==> config.mk <==
export PLATFORM = sky130hd
export DESIGN_NAME = dbus_master_flat
export DESIGN_NICKNAME = d
export VERILOG_FILES = /design/src/rtl/dbus_master_if.sv /design/src/rtl/dbus_master.sv /design/src/flat_wrapper.sv
export SDC_FILE = /design/constraint.sdc
export NUM_CORES = 1
export LEC_CHECK = 0
export ABC_AREA = 1
export BUFFER_PORTS_ARGS = -buffer_cell sky130_fd_sc_hd__buf_2
export CAP_MARGIN = 20
export CORE_MARGIN = 1
export CORE_UTILIZATION = 45
export CTS_BUF_LIST = sky130_fd_sc_hd__clkbuf_4 sky130_fd_sc_hd__clkbuf_8 sky130_fd_sc_hd__clkbuf_16
export DETAILED_ROUTE_END_ITERATION = 10
export PLACE_DENSITY_LB_ADDON = 0.2
export SKIP_LAST_GASP = 1
export SYNTH_ARGS = -nofsm -noshare
export SYNTH_HDL_FRONTEND = slang
export SYNTH_SLANG_ARGS = --single-unit
==> constraint.sdc <==
create_clock -name clk -period 6.4 [get_ports clk]
set_input_delay 0.64 -clock clk [delete_from_list [all_inputs] [get_ports clk]]
set_output_delay 0.64 -clock clk [all_outputs]
set_load 0.03 [all_outputs]
==> src/rtl/dbus_master_if.sv <==
// dbus_master bus types and the command/response/peripheral port bundle.
// Ports: cmd_* in, rsp_* out, dbus2peri_o / peri2dbus_i, busy_o.
package dbus_pkg;
   localparam int XLEN = 32;

   typedef struct packed {
      logic            req;
      logic            wr;
      logic [3:0]      mask;
      logic [XLEN-1:0] addr;
      logic [XLEN-1:0] w_data;
   } type_dbus2peri_s;

   typedef struct packed {
      logic [XLEN-1:0] r_data;
      logic            ack;
   } type_peri2dbus_s;
endpackage

interface dbus_master_if;
   import dbus_pkg::*;

   logic            cmd_valid_i;
   logic            cmd_ready_o;
   logic            cmd_wr_i;
   logic [XLEN-1:0] cmd_addr_i;
   logic [XLEN-1:0] cmd_wdata_i;
   logic [3:0]      cmd_mask_i;
   logic            rsp_valid_o;
   logic            rsp_ready_i;
   logic [XLEN-1:0] rsp_rdata_o;
   logic            rsp_err_o;
   type_dbus2peri_s dbus2peri_o;
   type_peri2dbus_s peri2dbus_i;
   logic            busy_o;

   modport master (
      input  cmd_valid_i, cmd_wr_i, cmd_addr_i, cmd_wdata_i, cmd_mask_i,
      output cmd_ready_o,
      output rsp_valid_o, rsp_rdata_o, rsp_err_o,
      input  rsp_ready_i,
      output dbus2peri_o,
      input  peri2dbus_i,
      output busy_o
   );

   modport slave (
      output cmd_valid_i, cmd_wr_i, cmd_addr_i, cmd_wdata_i, cmd_mask_i,
      input  cmd_ready_o,
      input  rsp_valid_o, rsp_rdata_o, rsp_err_o,
      output rsp_ready_i,
      input  dbus2peri_o,
      output peri2dbus_i,
      input  busy_o
   );
endinterface

==> src/rtl/dbus_master.sv <==
// dbus_master: command FIFO feeding a single-outstanding peripheral bus FSM.
// Ports: clk, rst (sync, active high), bus (dbus_master_if.master).
// Optional: DBUS_MASTER_TIMEOUT_EN enables the ACCESS timeout counter.
module dbus_master
   import dbus_pkg::*;
#(
   parameter int FIFO_DEPTH     = 4,
   parameter int TIMEOUT_CYCLES = 255
) (
   input  logic          clk,
   input  logic          rst,
   dbus_master_if.master bus
);

   localparam int PW = $clog2(FIFO_DEPTH);

   if (FIFO_DEPTH < 2 || (FIFO_DEPTH & (FIFO_DEPTH - 1)) != 0) begin : g_bad_depth
      $error("FIFO_DEPTH must be a power of two >= 2");
   end
   if (TIMEOUT_CYCLES < 1 || TIMEOUT_CYCLES > 1023) begin : g_bad_tmo
      $error("TIMEOUT_CYCLES must be 1..1023");
   end

   typedef enum logic [1:0] {IDLE, ACCESS, RESP} state_e;

   typedef struct packed {
      logic            wr;
      logic [3:0]      mask;
      logic [XLEN-1:0] addr;
      logic [XLEN-1:0] wdata;
   } cmd_s;

   cmd_s            mem_q [FIFO_DEPTH];
   logic [PW-1:0]   wr_ptr_q, wr_ptr_d;
   logic [PW-1:0]   rd_ptr_q, rd_ptr_d;
   logic [PW:0]     cnt_q, cnt_d;
   logic            full, push, pop;
   state_e          state_q, state_d;
   type_dbus2peri_s dbus_q, dbus_d;
   logic [XLEN-1:0] rdata_q, rdata_d;
   logic            err_q, err_d;
   logic            ack;
   logic            tmo_hit;
   cmd_s            head;

   assign ack  = bus.peri2dbus_i.ack;
   assign head = mem_q[rd_ptr_q];

   // Ready comes from the registered count only, so a full FIFO
   // stays closed even on the cycle its head is popped.
   assign full = (cnt_q == (PW+1)'(FIFO_DEPTH));
   assign push = bus.cmd_valid_i && !full;
   assign pop  = (state_q == IDLE) && (cnt_q != '0);

   always_comb begin
      wr_ptr_d = wr_ptr_q + PW'(push);
      rd_ptr_d = rd_ptr_q + PW'(pop);
      cnt_d    = cnt_q + (PW+1)'(push) - (PW+1)'(pop);
   end

   always_ff @(posedge clk) begin
      if (push) begin
         mem_q[wr_ptr_q] <= '{wr:    bus.cmd_wr_i,
                              mask:  bus.cmd_mask_i,
                              addr:  bus.cmd_addr_i,
                              wdata: bus.cmd_wdata_i};
      end
   end

`ifdef DBUS_MASTER_TIMEOUT_EN
   logic [9:0] tmo_q, tmo_d;

   // Hit on the edge that ends ACCESS cycle number TIMEOUT_CYCLES.
   assign tmo_hit = ((tmo_q + 10'd1) == 10'(TIMEOUT_CYCLES));

   always_comb begin
      tmo_d = tmo_q;
      if (pop) begin
         tmo_d = '0;
      end else if (state_q == ACCESS && !ack) begin
         tmo_d = tmo_q + 10'd1;
      end
   end
`else
   assign tmo_hit = 1'b0;
`endif

   always_ff @(posedge clk) begin
      if (rst) begin
         state_q  <= IDLE;
         wr_ptr_q <= '0;
         rd_ptr_q <= '0;
         cnt_q    <= '0;
         dbus_q   <= '0;
         rdata_q  <= '0;
         err_q    <= 1'b0;
`ifdef DBUS_MASTER_TIMEOUT_EN
         tmo_q    <= '0;
`endif
      end else begin
         state_q  <= state_d;
         wr_ptr_q <= wr_ptr_d;
         rd_ptr_q <= rd_ptr_d;
         cnt_q    <= cnt_d;
         dbus_q   <= dbus_d;
         rdata_q  <= rdata_d;
         err_q    <= err_d;
`ifdef DBUS_MASTER_TIMEOUT_EN
         tmo_q    <= tmo_d;
`endif
      end
   end

   always_comb begin
      state_d = state_q;
      unique case (state_q)
         IDLE:    if (pop) state_d = ACCESS;
         ACCESS:  if (ack || tmo_hit) state_d = RESP;
         RESP:    if (bus.rsp_ready_i) state_d = IDLE;
         default: state_d = IDLE;
      endcase
   end

   // Bus fields are loaded once on issue and held until the next issue;
   // ack takes priority over a timeout on the same edge.
   always_comb begin
      dbus_d  = dbus_q;
      rdata_d = rdata_q;
      err_d   = err_q;
      unique case (state_q)
         IDLE: begin
            if (pop) begin
               dbus_d.req    = 1'b1;
               dbus_d.wr     = head.wr;
               dbus_d.mask   = head.mask;
               dbus_d.addr   = head.addr;
               dbus_d.w_data = head.wdata;
            end
         end
         ACCESS: begin
            if (ack) begin
               dbus_d.req = 1'b0;
               rdata_d    = dbus_q.wr ? '0 : bus.peri2dbus_i.r_data;
               err_d      = 1'b0;
            end else if (tmo_hit) begin
               dbus_d.req = 1'b0;
               rdata_d    = '0;
               err_d      = 1'b1;
            end
         end
         default: ;
      endcase
   end

   always_comb begin
      bus.cmd_ready_o = !full;
      bus.dbus2peri_o = dbus_q;
      bus.rsp_valid_o = (state_q == RESP);
      bus.rsp_rdata_o = rdata_q;
      bus.rsp_err_o   = err_q;
      bus.busy_o      = (state_q != IDLE) || (cnt_q != '0);
   end

endmodule

==> src/flat_wrapper.sv <==
// flat-port wrapper written by rule: the top's interface ports become plain ports
module dbus_master_flat import dbus_pkg::*;
#(
   parameter int FIFO_DEPTH     = 4,
   parameter int TIMEOUT_CYCLES = 255
)
  (clk, rst, bus_cmd_valid_i, bus_cmd_wr_i, bus_cmd_addr_i, bus_cmd_wdata_i, bus_cmd_mask_i, bus_cmd_ready_o, bus_rsp_valid_o, bus_rsp_rdata_o, bus_rsp_err_o, bus_rsp_ready_i, bus_dbus2peri_o, bus_peri2dbus_i, bus_busy_o);
  dbus_master_if bus_i ();
  input  logic clk;
  input  logic rst;
  input wire logic [$bits(bus_i.cmd_valid_i)-1:0] bus_cmd_valid_i;
  input wire logic [$bits(bus_i.cmd_wr_i)-1:0] bus_cmd_wr_i;
  input wire logic [$bits(bus_i.cmd_addr_i)-1:0] bus_cmd_addr_i;
  input wire logic [$bits(bus_i.cmd_wdata_i)-1:0] bus_cmd_wdata_i;
  input wire logic [$bits(bus_i.cmd_mask_i)-1:0] bus_cmd_mask_i;
  output wire logic [$bits(bus_i.cmd_ready_o)-1:0] bus_cmd_ready_o;
  output wire logic [$bits(bus_i.rsp_valid_o)-1:0] bus_rsp_valid_o;
  output wire logic [$bits(bus_i.rsp_rdata_o)-1:0] bus_rsp_rdata_o;
  output wire logic [$bits(bus_i.rsp_err_o)-1:0] bus_rsp_err_o;
  input wire logic [$bits(bus_i.rsp_ready_i)-1:0] bus_rsp_ready_i;
  output wire logic [$bits(bus_i.dbus2peri_o)-1:0] bus_dbus2peri_o;
  input wire logic [$bits(bus_i.peri2dbus_i)-1:0] bus_peri2dbus_i;
  output wire logic [$bits(bus_i.busy_o)-1:0] bus_busy_o;
  assign bus_i.cmd_valid_i = bus_cmd_valid_i;
  assign bus_i.cmd_wr_i = bus_cmd_wr_i;
  assign bus_i.cmd_addr_i = bus_cmd_addr_i;
  assign bus_i.cmd_wdata_i = bus_cmd_wdata_i;
  assign bus_i.cmd_mask_i = bus_cmd_mask_i;
  assign bus_cmd_ready_o = bus_i.cmd_ready_o;
  assign bus_rsp_valid_o = bus_i.rsp_valid_o;
  assign bus_rsp_rdata_o = bus_i.rsp_rdata_o;
  assign bus_rsp_err_o = bus_i.rsp_err_o;
  assign bus_i.rsp_ready_i = bus_rsp_ready_i;
  assign bus_dbus2peri_o = bus_i.dbus2peri_o;
  assign bus_i.peri2dbus_i = bus_peri2dbus_i;
  assign bus_busy_o = bus_i.busy_o;
  dbus_master #(.FIFO_DEPTH(FIFO_DEPTH), .TIMEOUT_CYCLES(TIMEOUT_CYCLES)) u_core (.clk(clk), .rst(rst), .bus(bus_i));
endmodule
# --- Yosys cells after proc, flatten, opt, wreduce, memory -nomap -nowiden ---
# Memories as Yosys holds them, arrays and structs flattened. A register that Yosys moved wholly into a read port is not among the register bits.
# Index checks and enable logic that the tools add are counted.
op_classes:
  n_addsub: 4
  multipliers: 0
  div: 0
  order_cmp: 0
  n_eq_ne: 6
  n_shift: 0
  muxes: 11
  bitwise_logic: 0
  n_reduce_logical: 12
ops:
  columns: ["operator", "count"]
  rows:
  - ["2-to-1 mux 70 bit", 1]
  - ["2-to-1 mux 32 bit", 1]
  - ["2-to-1 mux 2 bit", 4]
  - ["one-hot mux 2 bit (3 select lines)", 1]
  - ["AND reduction 3 bit", 2]
  - ["adder 2 x 1 -> 2 bit", 2]
  - ["!= test 2 x 1 -> 1 bit (second input constant)", 2]
  - ["AND reduction 2 bit", 2]
  - ["nonzero test 2 bit", 2]
  - ["adder 3 x 1 -> 3 bit", 1]
  - ["== test 3 bit (second input constant)", 1]
  - ["2-to-1 mux 1 bit", 3]
  - ["nonzero test 3 bit", 1]
  - ["subtractor 3 x 1 -> 3 bit", 1]
  - ["== test 2 x 1 -> 1 bit (second input constant)", 1]
  - ["== test 2 bit (second input constant)", 1]
  - ["logical AND 1 bit", 2]
  - ["zero test 2 bit", 1]
  - ["!= test 2 bit (second input constant)", 1]
  - ["one-hot mux 1 bit (2 select lines)", 1]
  - ["zero test 1 bit", 1]
  - ["logical OR 1 bit", 1]
totals:
  reg_bits: 111
  latch_bits: 0
  ram_bits: 276
  rom_bits: 0
  inputBits: 106
  wordCells: 44
  mem_count: 1
mem_list:
  columns: ["memory", "words", "word_bits", "rd", "rd_ports_with_merged_regs", "write_ports", "line_no", "text"]
  rows:
  - ["u_core.mem_q", 4, 69, 1, 1, 1, "dbus_master.sv:33", "cmd_s mem_q [FIFO_DEPTH];"]

# --- Logic depth before layout (Yosys ltp) ---
# Gate-level depths: netlist (run 1).
depth:
  word_depth: 5
  depth_mapped: 10
  mapped_depth_nobuf: 10

# --- Worst setup path after synthesis (run 1) ---
# OpenSTA, ideal clock, no wires.
synth_timing:
  path_type: "reg-to-reg"
  start: "register u_core.cnt_q[1]"
  end: "memory u_core.mem_q[0][0] (netlist bit), enable pin"
  arrival_time_ns: 5.578
  path_slack_ns: 0.241
  stages_incl_launch_ff: 5
  path_buffers: 0
  period_less_slack_ns: 6.159
  path_cell_list: "dfxtp_1 nor2_4 nand2_1 nand2_1 nor3_1"
synth_between:
  elab_chain_cells: 5
synth_lines:
  columns: ["item", "line_no", "text"]
  rows:
  - ["start: declaration", "dbus_master.sv:36", "logic [PW:0] cnt_q, cnt_d;"]
  - ["start signal: assignment", "dbus_master.sv:104", "cnt_q <= cnt_d;"]
  - ["== test 3 bit", "dbus_master.sv:51", "assign full = (cnt_q == (PW+1)'(FIFO_DEPTH));"]
  - ["zero test 1 bit", null, null]
  - ["named net bus_cmd_ready_o", "flat_wrapper.sv:16", "output wire logic [$bits(bus_i.cmd_ready_o)-1:0] bus_cmd_ready_o;"]
  - ["logical AND 1 bit", "dbus_master.sv:52", "assign push = bus.cmd_valid_i && !full;"]
  - ["2-to-1 mux 1 bit", "dbus_master.sv:62", "if (push) begin"]
  - ["2-to-1 mux 1 bit (implied by the code)", "dbus_master.sv:63", "mem_q[wr_ptr_q] <= '{wr: bus.cmd_wr_i,"]
  - ["end: declaration", "dbus_master.sv:33", null]
# The timed path passes the listed nets, and every way through them passes these cells.

==> results of run 1 <==
per-stage QoR:
| stage | hold slack, ns | worst slack [ns] | cells | total power, W |
|---|---|---|---|---|
| 5_1_grt | 0.311 | 3.50 | 2404 | 0.00923 |
| 4_1_cts | 0.304 | 3.73 | 2403 | 0.00876 |
| 2_1_floorplan | 0.520 | 0.241 | 1730 | 0.00566 |
| 6_report | 0.327 | 3.73 | 2406 | 0.00864 |
| 3_3_place_gp | 0.449 | 3.80 | 2327 | 0.00634 |
| 3_5_place_dp | 0.453 | 3.74 | 2327 | 0.00639 |
layout make-up:
class / instances / area (um2) / share of cell area (%)
antenna: 3 / 7.51 / 0.0401
clock buffer: 54 / 1180 / 6.29
clock inverter: 22 / 174 / 0.930
inverter: 363 / 1370 / 7.30
multi-input combinational: 898 / 3740 / 20.0
sequential: 387 / 10500 / 56.2
tap: 455 / 569 / 3.04
timing repair buffer: 224 / 1160 / 6.18
layer usage:
| layer | routed length (um) | vias to the layer above | part of all wire (%) | global-route usage [%] |
|---|---|---|---|---|
| met5 | 38 | - | 0.11 | 0 |
| met4 | 580 | 6 | 1.7 | 5.08 |
| li1 | - | 5679 | - | - |
| met1 | 15200 | 5158 | 44 | 24.5 |
| met3 | 1890 | 46 | 5.5 | 3.83 |
| met2 | 16800 | 232 | 49 | 32.6 |
power groups by stage:
stage               Clock [W]  Combinational, W  Sequential [W]
global route          0.00251           0.00323         0.00349
detailed placement          0           0.00290         0.00349
floorplan                   0           0.00172         0.00394
CTS                   0.00241           0.00291         0.00344
finish                0.00235           0.00286         0.00344
global placement            0           0.00286         0.00348
cell usage in the layout (no fill, tap or decap):
cell type	n
diode_2	3
nor2_1	146
dfxtp_4	2
inv_1	359
edfxtp_1	276
nor2_4	3
bufinv_16	3
clkinv_1	12
inv_2	3
xor2_1	1
buf_4	14
o21ai_0	1
nand3_1	173
nand2_2	1
nand2_1	526
xnor2_1	1
nand2_4	1
clkbuf_4	8
a21oi_1	36
nand4_1	1
fa_1	1
ha_1	2
clkbuf_16	43
clkinv_2	6
conb_1	1
inv_4	1
nor3_2	4
inv_6	1
clkbuf_8	3
buf_2	210
dfxtp_1	109
sequential cells by signal (all words and copies together), names as in the netlist:
signal and count:
u_core.rd_ptr_q 2, u_core.state_q 2, u_core.cnt_q 3, u_core.mem_q 276
u_core.wr_ptr_q 2, u_core.bus.dbus2peri_o 70, u_core.bus.rsp_rdata_o 32
worst max-delay path: stages, from the launching register on:
cell	delay [ns]
dfxtp_4	0.58
inv_4	0.56
buf_4	0.83
nand2_1	0.13
nand3_1	0.11
nand2_1	0.06
nor2_1	0.12
nor2_1	0.05
worst paths after layout:
| path | end | slack (ns) | cells after the start |
|---|---|---|---|
| max | u_core.bus.dbus2peri_o[40] | 3.73 | 7 |
| min | u_core.mem_q[1][13] | 0.33 | 1 |
| max reg2reg | u_core.bus.dbus2peri_o[40] | 3.73 | 7 |
| min reg2reg | u_core.bus.rsp_rdata_o[14] | 0.46 | 2 |
logic make-up (layout without fill, tap and decap cells):
| family | count (synthesis) | after routing | share of synthesized area (%) |
|---|---|---|---|
| AOI/OAI and AO/OA | 37 | 37 | 1.16 |
| buffers and inverters | 445 | 663 | 11.2 |
| other | 1 | 4 | 0.0234 |
| and+or+nand+nor | 855 | 855 | 21.6 |
| adders and majority gates | 3 | 3 | 0.281 |
| xor gates and xnor gates | 2 | 2 | 0.109 |
| DFF | 387 | 387 | 65.6 |
==> out/qor.txt, run 1 <==
post-CTS setup buffer count - 0
part of the power in registers - 39.8%
GR Overflow Total - 0
first-pass iteration count of the detailed router - 5
pin count of the biggest net entering global routing - 88
Worst EP required - 6.82 ns
Area contributors post-synth - edfxtp_1 52%, dfxtp_1 14%, nand2_1 12%, inv_1 8.4%, nand3_1 5.4%
outcome - completed
# setup viols final - 0
initial drt markers - 504
Syn Area/Cell - 9.26 um2
DP Area - 17,300 um2
peak supply drop - 0.307 mV
number of global-route vias before repair - 10,309
drt drc - 0
Post-Syn Nets - 1,839
yosys warns - 0
TritonCTS Sinks - 387
share of cells above drive strength 1 - 15.6%
Int Power - 0.00541 W
Vert. Die Dim - 191 um
leakage power - 8.87 nW
Area growth, synth to finish - 16.8%
HP Start - bus_cmd_wdata_i[13]
final wirelength - 34.5 mm
switching share of power - 37.4%
Row Count - 68
crit path max fanout - 85
clock latency on the worst-skew pair - 0.53 ns
fraction of registers with async set/reset - 0%
most frequent cells after synthesis - 526 x nand2_1, 359 x inv_1, 276 x edfxtp_1
Hold Vio Cnt, Final - 0
Critical Path AT - 3.08 ns
P_sw - 0.00324 W
htree depth - 2
# fillers - 3,116
Worst-path clk slew - 0.06 ns
Finished Core Util - 53.8%
vias per inst - 4.62
CP startpoint - u_core.rd_ptr_q[0]
post-synth cell types - 23
via count - 11,121
PD cells - 462 nW/um2
Starting Density - 46.0%
count leader, synth - nand2_1
initial antenna violation count - 6
Total GRT Usage - 19.0%
Final #Nets - 2,025
Reg-to-Reg Start - u_core.rd_ptr_q[0]
Die ar. - 36,300 um2
clock power share - 27.2%
final instance area - 18,700 um2
Worst-Margin Slew - 1.09 ns
Root Driver - clkbuf_16
Antenna Nets Post-Route - 0
unrepaired setup endpoints after global routing - false
max-cap violation count - 0
Final min period - 2.67 ns
DP Wirelength - 18.9 mm
ys flop type - edfxtp_1
Post-synth EDFFs - 276
core region area - 34,800 um2
crit end category - register
num ports - 212
post-CTS sizing - 0
Sum Neg Setup Slack - 0 ns
Tcrit/Tclk final - 41.7%
area leader, netlist - edfxtp_1
die width - 191 um
crit path kind - register to register
CTS buffer count - 42
Seq/Total Area, Yosys - 65.6%
first-pass GRT wire length - 54.2 mm
Mapped Area - 16,000 um2
worst rel slew slack - 27.6%
CTS tree - yes
Hold-fix buffers, CTS - 0
Setup crit start kind - register
share of the synthesized area in the top cell type - 51.8%
PortBufs - 210
Seq cells post-synth - 387
hold crit path type - input port to register
Routed wire per std cell - 14.3 um
GP Congestion - 0.712
Gate Count Post-Synth - 1,730
Max Slew Vio Count - 0
post-route clock skew - 0.0122 ns
Max Fclk - 375 MHz
Comb power frac - 33.1%
Clock Path Buffers - 3
Power figures use the tool's default switching activity.
==> run 2: changes to the inputs <==
==> constraint.sdc (replaced) <==
create_clock -name clk -period 2.5 [get_ports clk]
set_input_delay 0.25 -clock clk [delete_from_list [all_inputs] [get_ports clk]]
set_output_delay 0.25 -clock clk [all_outputs]
set_load 0.03 [all_outputs]
==> out/qor.txt, run 2 (synthesis gave the netlist of run 1 again) <==
Antenna Nets Post-Route - 0
vias per inst - 4.59
CTS tree - yes
Int Power - 0.0144 W
Final #Nets - 2,136
unrepaired setup endpoints after global routing - false
Largest register FFs - 276
Worst EP required - 2.97 ns
Overall Power - 0.0229 W
pin count of the biggest net entering global routing - 73
number of global-route vias before repair - 11,090
switching share of power - 37.0%
Hold Vio Cnt, Final - 0
Setup crit start kind - register
clock power share - 27.5%
max-cap violation count - 0
Multi-input gate area - 3790 um2
part of the power in registers - 38.2%
core region area - 34,800 um2
HP Start - rst
commonest non-fill, non-tap cell in the layout - nand2_1
crit path kind - register to register
DP Area - 17,600 um2
CTS buffer count - 42
Sum Neg Setup Slack - 0 ns
Hold-fix buffers, CTS - 103
fin cells - 2,520
Worst-Margin Slew - 0.571 ns
Clock Path Buffers - 3
Root Driver - clkbuf_16
Reg-to-Reg Start - u_core.cnt_q[2]
Vert. Die Dim - 191 um
Comb power frac - 34.3%
Max Fclk - 575 MHz
clock latency on the worst-skew pair - 0.54 ns
PortBufs - 210
hold crit path type - input port to register
Worst-path clk slew - 0.06 ns
peak supply drop - 0.717 mV
num ports - 212
die width - 191 um
TritonCTS Sinks - 387
leakage power - 9.47 nW
post-CTS sizing - 0
post-route clock skew - 0.0119 ns
Row Count - 68
P_sw - 0.00846 W
GP Congestion - 0.711
CP startpoint - u_core.cnt_q[2]
final wirelength - 35.6 mm
Total GRT Usage - 19.8%
first-pass iteration count of the detailed router - 5
DP Wirelength - 19.7 mm
Starting Density - 46.0%
Die ar. - 36,300 um2
initial drt markers - 574
placed cells - 2,335
initial antenna violation count - 4
share of cells above drive strength 1 - 15.9%
outcome - completed
worst rel slew slack - 61.9%
Seq. cell area - 10,500 um2
Max Slew Vio Count - 0
# fillers - 2,942
register name with the most flops - u_core.mem_q
drt drc - 0
post-CTS setup buffer count - 0
htree depth - 2
Routed wire per std cell - 14.1 um
final instance area - 20,100 um2
first-pass GRT wire length - 56.5 mm
crit end category - register
# setup viols final - 0
Hold WS - 0.234 ns
crit path max fanout - 4
Final min period - 1.74 ns
GR Overflow Total - 0
Critical Path AT - 2.21 ns
most frequent cells in the layout - 524 x nand2_1, 359 x inv_1, 276 x edfxtp_1, 210 x buf_2, 173 x nand3_1
via count - 11,558
PD cells - 1140 nW/um2
Tcrit/Tclk final - 69.5%
Area growth, synth to finish - 25.6%
==> run 2: per-stage QoR <==
| step | utilization [%] | setup WS [ns] |
|---|---|---|
| global route | 57.8 | 0.668 |
| detailed placement | 50.6 | 0.779 |
| CTS | 57.8 | 0.763 |
| global placement | 50.6 | 0.809 |
| finish | 57.8 | 0.761 |
| floorplan | - | -0.246 |
==> run 2: critical path, cell delays in order (launching register included) <==
cell,delay (ns)
dfxtp_1,0.40
inv_1,0.09
nand2_2,0.12
nand3_1,0.09
o21ai_0,0.09
ha_1,0.17
inv_1,0.06
fa_1,0.41
nand2_1,0.09
nand2_1,0.05
nor2_1,0.11
==> run 2: final timing paths <==
path	to	slack, ns	cells after the start
worst max-delay path	u_core.cnt_q[2]	0.76	10
worst min-delay path	u_core.bus.dbus2peri_o[10]	0.23	5
worst max register to register	u_core.cnt_q[2]	0.76	10
worst min register to register	u_core.bus.rsp_rdata_o[27]	0.46	2
==> run 2: area by class of cell <==
| cell class | instances | share of cell area (%) |
|---|---|---|
| Sequential cell | 387 | 52.3 |
| Antenna cell | 4 | 0.0498 |
| Inverter | 363 | 6.79 |
| Timing Repair Buffer | 335 | 12.0 |
| Multi-Input combinational cell | 898 | 18.8 |
| Tap cell | 455 | 2.83 |
| Clock buffer | 66 | 6.66 |
| Clock inverter | 12 | 0.541 |
==> run 2: power by group through the flow <==
| stage | clock [W] | sequential, W | combinational [W] |
|---|---|---|---|
| after floorplan | 0 | 0.0100 | 0.00444 |
| after global placement | 0 | 0.00885 | 0.00767 |
| after detailed placement | 0 | 0.00888 | 0.00781 |
| after CTS | 0.00645 | 0.00876 | 0.00797 |
| after global routing | 0.00668 | 0.00888 | 0.00883 |
| final | 0.00630 | 0.00875 | 0.00785 |
==> run 2: routing by layer <==
metal,up-vias,GRT usage (%),part of all wire [%]
li1,5897,-,-
met1,5367,25.4,45
met2,244,34.3,49
met3,50,3.59,4.9
met4,0,5.42,1.8
met5,-,0,0
